[config.mk]
export PLATFORM = sky130hd
export DESIGN_NAME = inv_mix_columns_seq
export DESIGN_NICKNAME = d
export VERILOG_FILES = /design/src/rtl/inv_mix_columns_seq.sv
export SDC_FILE = /design/constraint.sdc
export NUM_CORES = 1
export LEC_CHECK = 0
export CAP_MARGIN = 20
export CORE_AREA = 3 3 127 129
export CTS_CLUSTER_DIAMETER = 150
export DETAILED_ROUTE_END_ITERATION = 6
export DIE_AREA = 0 0 130 132
export PLACE_DENSITY = 0.72
export SETUP_SLACK_MARGIN = 0.1
export SYNTH_ARGS = -nofsm -noshare
export SYNTH_HDL_FRONTEND = slang
export SYNTH_SLANG_ARGS = --single-unit
[constraint.sdc]
create_clock -name clk -period 1.77 [get_ports clk]
set_input_delay 0.4425 -clock clk [delete_from_list [all_inputs] [get_ports clk]]
set_output_delay 0.4425 -clock clk [all_outputs]
set_load 0.02 [all_outputs]
[src/rtl/inv_mix_columns_seq.sv]
// Iterative AES InvMixColumns engine: transforms COLS_PER_CYCLE columns of a 128-bit state per clock.
// Define INV_MIX_COLUMNS_FWD_EN to add a mode port (1 = forward MixColumns, 0 = inverse).
module inv_mix_columns_seq #(
    parameter int unsigned COLS_PER_CYCLE = 1
) (
    input  logic         clk,
    input  logic         rst_n,
    input  logic         in_valid,
    output logic         in_ready,
    input  logic [127:0] state_in,
    output logic         out_valid,
    input  logic         out_ready,
`ifdef INV_MIX_COLUMNS_FWD_EN
    input  logic         mode,
`endif
    output logic [127:0] state_out
);

    if (COLS_PER_CYCLE != 1 && COLS_PER_CYCLE != 2 && COLS_PER_CYCLE != 4) begin : g_bad_cfg
        $error("COLS_PER_CYCLE must be 1, 2 or 4");
    end

    localparam int unsigned NumGroups = 4 / COLS_PER_CYCLE;
    localparam logic [1:0]  LastCol   = 2'(NumGroups - 1);

    typedef enum logic [1:0] {StIdle, StBusy, StDone} state_e;

    state_e       state_q, state_d;
    logic [1:0]   col_q, col_d;
    logic [127:0] work_q, work_d;

    function automatic logic [7:0] xtime(input logic [7:0] x);
        return {x[6:0], 1'b0} ^ (x[7] ? 8'h1B : 8'h00);
    endfunction

    // Coefficients built from xtime chains: 09=8^1, 0B=8^2^1, 0D=8^4^1, 0E=8^4^2.
    function automatic logic [31:0] inv_col(input logic [31:0] c);
        logic [7:0]  a  [4];
        logic [7:0]  x2 [4];
        logic [7:0]  x4 [4];
        logic [7:0]  x8 [4];
        logic [7:0]  m9 [4];
        logic [7:0]  mb [4];
        logic [7:0]  md [4];
        logic [7:0]  me [4];
        logic [31:0] r;
        r = '0;
        for (int i = 0; i < 4; i++) begin
            a[i]  = c[31 - 8 * i -: 8];
            x2[i] = xtime(a[i]);
            x4[i] = xtime(x2[i]);
            x8[i] = xtime(x4[i]);
            m9[i] = x8[i] ^ a[i];
            mb[i] = x8[i] ^ x2[i] ^ a[i];
            md[i] = x8[i] ^ x4[i] ^ a[i];
            me[i] = x8[i] ^ x4[i] ^ x2[i];
        end
        for (int r_i = 0; r_i < 4; r_i++) begin
            r[31 - 8 * r_i -: 8] = me[2'(r_i)] ^ mb[2'(r_i + 1)] ^ md[2'(r_i + 2)]
                                   ^ m9[2'(r_i + 3)];
        end
        return r;
    endfunction

`ifdef INV_MIX_COLUMNS_FWD_EN
    function automatic logic [31:0] fwd_col(input logic [31:0] c);
        logic [7:0]  a  [4];
        logic [7:0]  x2 [4];
        logic [31:0] r;
        r = '0;
        for (int i = 0; i < 4; i++) begin
            a[i]  = c[31 - 8 * i -: 8];
            x2[i] = xtime(a[i]);
        end
        for (int r_i = 0; r_i < 4; r_i++) begin
            r[31 - 8 * r_i -: 8] = x2[2'(r_i)] ^ x2[2'(r_i + 1)] ^ a[2'(r_i + 1)]
                                   ^ a[2'(r_i + 2)] ^ a[2'(r_i + 3)];
        end
        return r;
    endfunction

    logic mode_q, mode_d;
`endif

    function automatic int unsigned col_top(input logic [1:0] col, input int unsigned k);
        return 127 - 32 * (COLS_PER_CYCLE * 32'(col) + k);
    endfunction

    always_comb begin
        state_d = state_q;
        col_d   = col_q;
        work_d  = work_q;
`ifdef INV_MIX_COLUMNS_FWD_EN
        mode_d  = mode_q;
`endif
        unique case (state_q)
            StIdle: begin
                if (in_valid) begin
                    state_d = StBusy;
                    col_d   = '0;
                    work_d  = state_in;
`ifdef INV_MIX_COLUMNS_FWD_EN
                    mode_d  = mode;
`endif
                end
            end
            StBusy: begin
                for (int unsigned k = 0; k < COLS_PER_CYCLE; k++) begin
`ifdef INV_MIX_COLUMNS_FWD_EN
                    work_d[col_top(col_q, k) -: 32] = mode_q ?
                        fwd_col(work_q[col_top(col_q, k) -: 32]) :
                        inv_col(work_q[col_top(col_q, k) -: 32]);
`else
                    work_d[col_top(col_q, k) -: 32] = inv_col(work_q[col_top(col_q, k) -: 32]);
`endif
                end
                if (col_q == LastCol) begin
                    state_d = StDone;
                    col_d   = '0;
                end else begin
                    col_d = col_q + 2'd1;
                end
            end
            StDone: begin
                if (out_ready) state_d = StIdle;
            end
            default: state_d = StIdle;
        endcase
    end

    always_ff @(posedge clk or negedge rst_n) begin
        if (!rst_n) begin
            state_q <= StIdle;
            col_q   <= '0;
            work_q  <= '0;
        end else begin
            state_q <= state_d;
            col_q   <= col_d;
            work_q  <= work_d;
        end
    end

`ifdef INV_MIX_COLUMNS_FWD_EN
    always_ff @(posedge clk or negedge rst_n) begin
        if (!rst_n) mode_q <= 1'b0;
        else        mode_q <= mode_d;
    end
`endif

    assign in_ready  = (state_q == StIdle);
    assign out_valid = (state_q == StDone);
    assign state_out = work_q;

endmodule

# Yosys cells after proc, flatten, opt, wreduce, memory -nomap -nowiden
# Cells that the tools add are included.
[word_totals]
out_inout_bits = 130
wordCells = 28
in_bits = 132
ff_bits = 132
[classes]
n_addsub = 3
eq_ne = 6
shift = 2
reduce_logical = 4
muxes = 10
[op_table]
columns = ["cell", "n"]
rows = [
  ["one-hot mux 128 bit (2 select lines)", 1],
  ["variable shift 32 x 34 -> 159 bit, first input constant", 1],
  ["indexed part select 1 x 34 -> 159 bit, first input constant", 1],
  ["bitwise mux 128 bit", 1],
  ["2-to-1 mux 128 bit", 1],
  ["negator 32 -> 34 bit", 1],
  ["2-to-1 mux 2 bit", 5],
  ["subtractor 7 x 7 -> 8 bit, first input constant", 1],
  ["one-hot mux 2 bit (3 select lines)", 1],
  ["equality test 2 bit, second input constant", 2],
  ["!= test 2 bit, second input constant", 2],
  ["one-hot mux 2 bit (2 select lines)", 1],
  ["AND reduction 3 bit", 1],
  ["adder 2 x 1 -> 2 bit, second input constant", 1],
  ["equality test 2 x 1 -> 1 bit, second input constant", 1],
  ["logical NOT 2 bit", 1],
  ["!= test 2 x 1 -> 1 bit, second input constant", 1],
  ["AND reduction 2 bit", 1],
  ["nonzero test 2 bit", 1],
]

# Longest topological paths before layout
[depth]
depth_word = 5
depth_mapped = 5
mapped_depth_nobuf = 4

# Worst setup path after synthesis
# Ideal clock, no wire load.
[synth_timing]
kind = "input -> register"
from = "input in_valid"
to = "register work_q[76] (netlist: state_out[76])"
t_arrival_ns = 1.263
path_slack_ns = 0.389
stages = 5
n_path_buf = 2
setup_time_ns = 0.118
required_ns = 1.652
path_cell_list = "nor2b_1 buf_2 buf_2 a32o_1 a21o_1"
[synth_via]
elab_chain_len = 2
[synth_lines]
columns = ["element", "line", "text"]
rows = [
  ["from (decl)", "8", "input logic in_valid,"],
  ["!= test 2 bit (no source line)", "-", ""],
  ["AND reduction 2 bit (no source line)", "-", ""],
  ["to (signal assigned)", "139", "work_q <= work_d;"],
  ["to (decl)", "30", "logic [127:0] work_q, work_d;"],
]
# Every way passes these cells.
# A chain may end at the register's enable or synchronous reset.

# Worst setup path in the final report
[layout_timing]
from = "register work_q[95] (netlist: state_out[95])"
to = "output state_out[95]"
[layout_rtl]
columns = ["element", "line", "text"]
rows = [
  ["to (decl)", "16", "output logic [127:0] state_out"],
]
# No word-level cell between the ends.

==> qor.txt <==
Total CTS buffers -> 17
Yosys warnings -> 0
Standard-cell rows -> 45
Worst Setup SP -> state_out[95]$_DFFE_PN0P_
Vias in the first global route -> 5,294
Crit-path slowest cell -> dlygate4sd2_1
Switch share -> 40.6%
H-tree depth -> 4
Relative slew slack -> 66.1%
Psw -> 0.00672 W
Die width -> 130 um
Total Routed Length -> 18.5 mm
Wire length per cell -> 20.2 um
Logic pwr share -> 49.0%
Reg power frac -> 31.2%
Die height -> 132 um
Final instance area -> 0.00930 mm2
Synthesis-stage register bit count -> 132
# hold bufs at CTS -> 0
Worst-Margin Slew -> 0.509 ns
Cell Pwr Density -> 1780 mW/mm2
Via count -> 5,336
Crit Path Category -> flop to output port
WP data required -> 1.33 ns
# IOs -> 262
Clock Tree Root -> clkbuf_16
Mean post-synth cell area -> 12.8 um2
Sequence of cells on the critical path -> dlygate4sd2_1
Fmax -> 620 MHz
Dpl cell area -> 0.00888 mm2
Core ar. -> 0.0151 mm2
Die area -> 0.0172 mm2
Initial antenna violation count -> 0
Setup TNS -> 0 ns
Distinct cells, synth -> 18
Peak supply drop -> 0.000951 V
DR pass1 iterations -> 5
Syn nets -> 605
GPL Wtd Cong -> 0.752
CTS tree -> yes
Netlist Area Pre-Place -> 0.00599 mm2
Worst setup EP type -> output port
Count of mapped cells out of synthesis -> 469
Layout Nets -> 852
Largest net degree at the start of global routing -> 63
Area growth syn-to-layout -> 55.4%
Worst Hold Class -> input port to asynchronous set/reset pin
Worst-case reg-to-reg path depth -> 6
Worst-path clk slew -> 0.05 ns
Final ANT Viol Nets -> 0
HPWL after DPL -> 12.4 mm
Skew final -> 0.00390 ns
DRC viols -> 0
Clock Path Buffers -> 2
DR iter-0 viols -> 437
Pins Over Slew Limit -> 0
WP buf/inv -> 1
Leak -> 5.06 nW
Internal cell power -> 0.00983 W
Layout cells sized above 1 -> 7.84%
R2R Path Start -> state_q[0]$_DFFE_PN0P_
Port Buf Inserts -> 261
Clock share of power -> 19.8%
Setup-failing EPs final -> 0
Clock sinks -> 132
Vias per Instance -> 5.83
Most common cell after layout, fill and taps aside -> dfrtp_1
Worst setup SP type -> flop
Final Hold Fails -> 0
Arrival time of the worst setup path -> 1.17 ns
First-pass GRT wire length -> 28.8 mm
Reg2reg end -> state_out[45]$_DFFE_PN0P_
Filler cells -> 1,247
Initial core utilization -> 39.5%
Outcome -> finished clean
Max FO, Critical Path -> 3
Gr usage total -> 21.1%
RSZ-0062 raised after global routing -> false
CP peak stage delay -> 0.40 ns
Grt ovf -> 0
Max_cap viols -> 0
Top delay family on crit path -> buffers and inverters
Worst-Skew Late Latency -> 0.41 ns
ANT cells -> 0
Final Critical Period -> 1.61 ns
Tcrit/Tclk final -> 91.1%
FF-to-FF setup slack -> 0.20 ns
Most frequent cells in the layout -> 132 x dfrtp_1, 130 x clkdlybuf4s50_1, 128 x a32o_1, 128 x a21o_1, 127 x dlygate4sd2_1
Seq/Total Area, Yosys -> 55.2%
power groups by stage:
stage / sequential (W) / combinational, W / clock (W)
after CTS: 0.00517 / 0.00808 / 0.00335
after detailed placement: 0.00525 / 0.00888 / 0
after floorplan: 0.00650 / 0.00368 / 0
after global routing: 0.00534 / 0.00873 / 0.00348
after global placement: 0.00517 / 0.00866 / 0
final: 0.00517 / 0.00811 / 0.00328
registers in the layout (all words and copies together), names as in the netlist:
signal and flops:
state_out 128, col_q 2, state_q 2
metal layers:
metal  track usage (%)  vias to the layer above  share of wire (%)
met3              6.08                       32                6.8
met4              8.43                        0                2.5
met5                 0                        -                  0
li1                  -                     2399                  -
met2              34.5                      213                 51
met1              26.1                     2692                 40
worst register-to-register path, delay by kind of cell (launching register included):
| family | cells | cell delay, ns |
|---|---|---|
| DFF | 1 | 0.41 |
| AOI/OAI and AO/OA | 2 | 0.32 |
| buffers and inverters | 4 | 0.73 |
kinds of logic (layout without fill, tap and decap cells):
group | Yosys count | after routing | share of synthesized area [%]
AO/OA/AOI/OAI | 264 | 264 | 38.4
AND/OR/NAND/NOR | 10 | 10 | 0.836
buffers and inverters | 59 | 317 | 4.77
flip-flops | 132 | 132 | 55.2
adder cells (fa/ha/maj) | 4 | 4 | 0.836
cell usage after synthesis:
cell type,n,share of area (%)
buf_6,1,0.19
a21oi_1,1,0.084
o21ai_0,2,0.17
o41ai_1,1,0.15
a22o_1,1,0.15
clkbuf_1,9,0.56
a32o_1,128,21
inv_2,1,0.063
inv_1,3,0.19
dfrtp_1,132,55
nor2_1,2,0.13
nand2_1,3,0.19
nor2b_1,3,0.31
o21bai_1,3,0.38
a21o_1,128,16
nand2b_1,2,0.21
buf_2,45,3.8
ha_1,4,0.84
what timing repair did:
| action | in CTS | in global routing |
|---|---|---|
| gates resized for setup | 136 | 5 |
| buffers inserted | 0 | 0 |
| setup endpoints to repair | 130 | 14 |
| gates cloned | 0 | 1 |
stage by stage:
step	hold slack (ns)	setup slack [ns]	std cells	utilization, %	power, W
2_1_floorplan	0.147	0.389	469	-	0.0102
3_3_place_gp	0.449	-0.123	884	58.7	0.0138
3_5_place_dp	0.443	-0.156	884	58.7	0.0141
4_1_cts	0.000387	0.120	914	61.1	0.0166
5_1_grt	0.0150	0.101	915	61.4	0.0176
6_report	0.000693	0.157	915	61.4	0.0166
how the worst max path moves through the flow:
stage / to / depth (start not counted)
2_1_floorplan: state_out[76]$_DFFE_PN0P_ / 5
3_3_place_gp: state_out[32]$_DFFE_PN0P_ / 5
5_1_grt: state_out[116] / 1
6_report: state_out[95] / 1
4_1_cts: out_valid / 2
3_5_place_dp: state_out[114]$_DFFE_PN0P_ / 5
final cells by class:
type / instances / area [um2] / area share [%]
well taps: 188 / 235 / 2.53
repair buffers: 283 / 2780 / 29.8
multi-input cells: 278 / 2430 / 26.1
flip-flops and latches: 132 / 3300 / 35.5
inverters: 4 / 17.5 / 0.188
clock buffers: 26 / 499 / 5.37
clock inverters: 4 / 47.5 / 0.511
(Power assumes the default switching activity.)
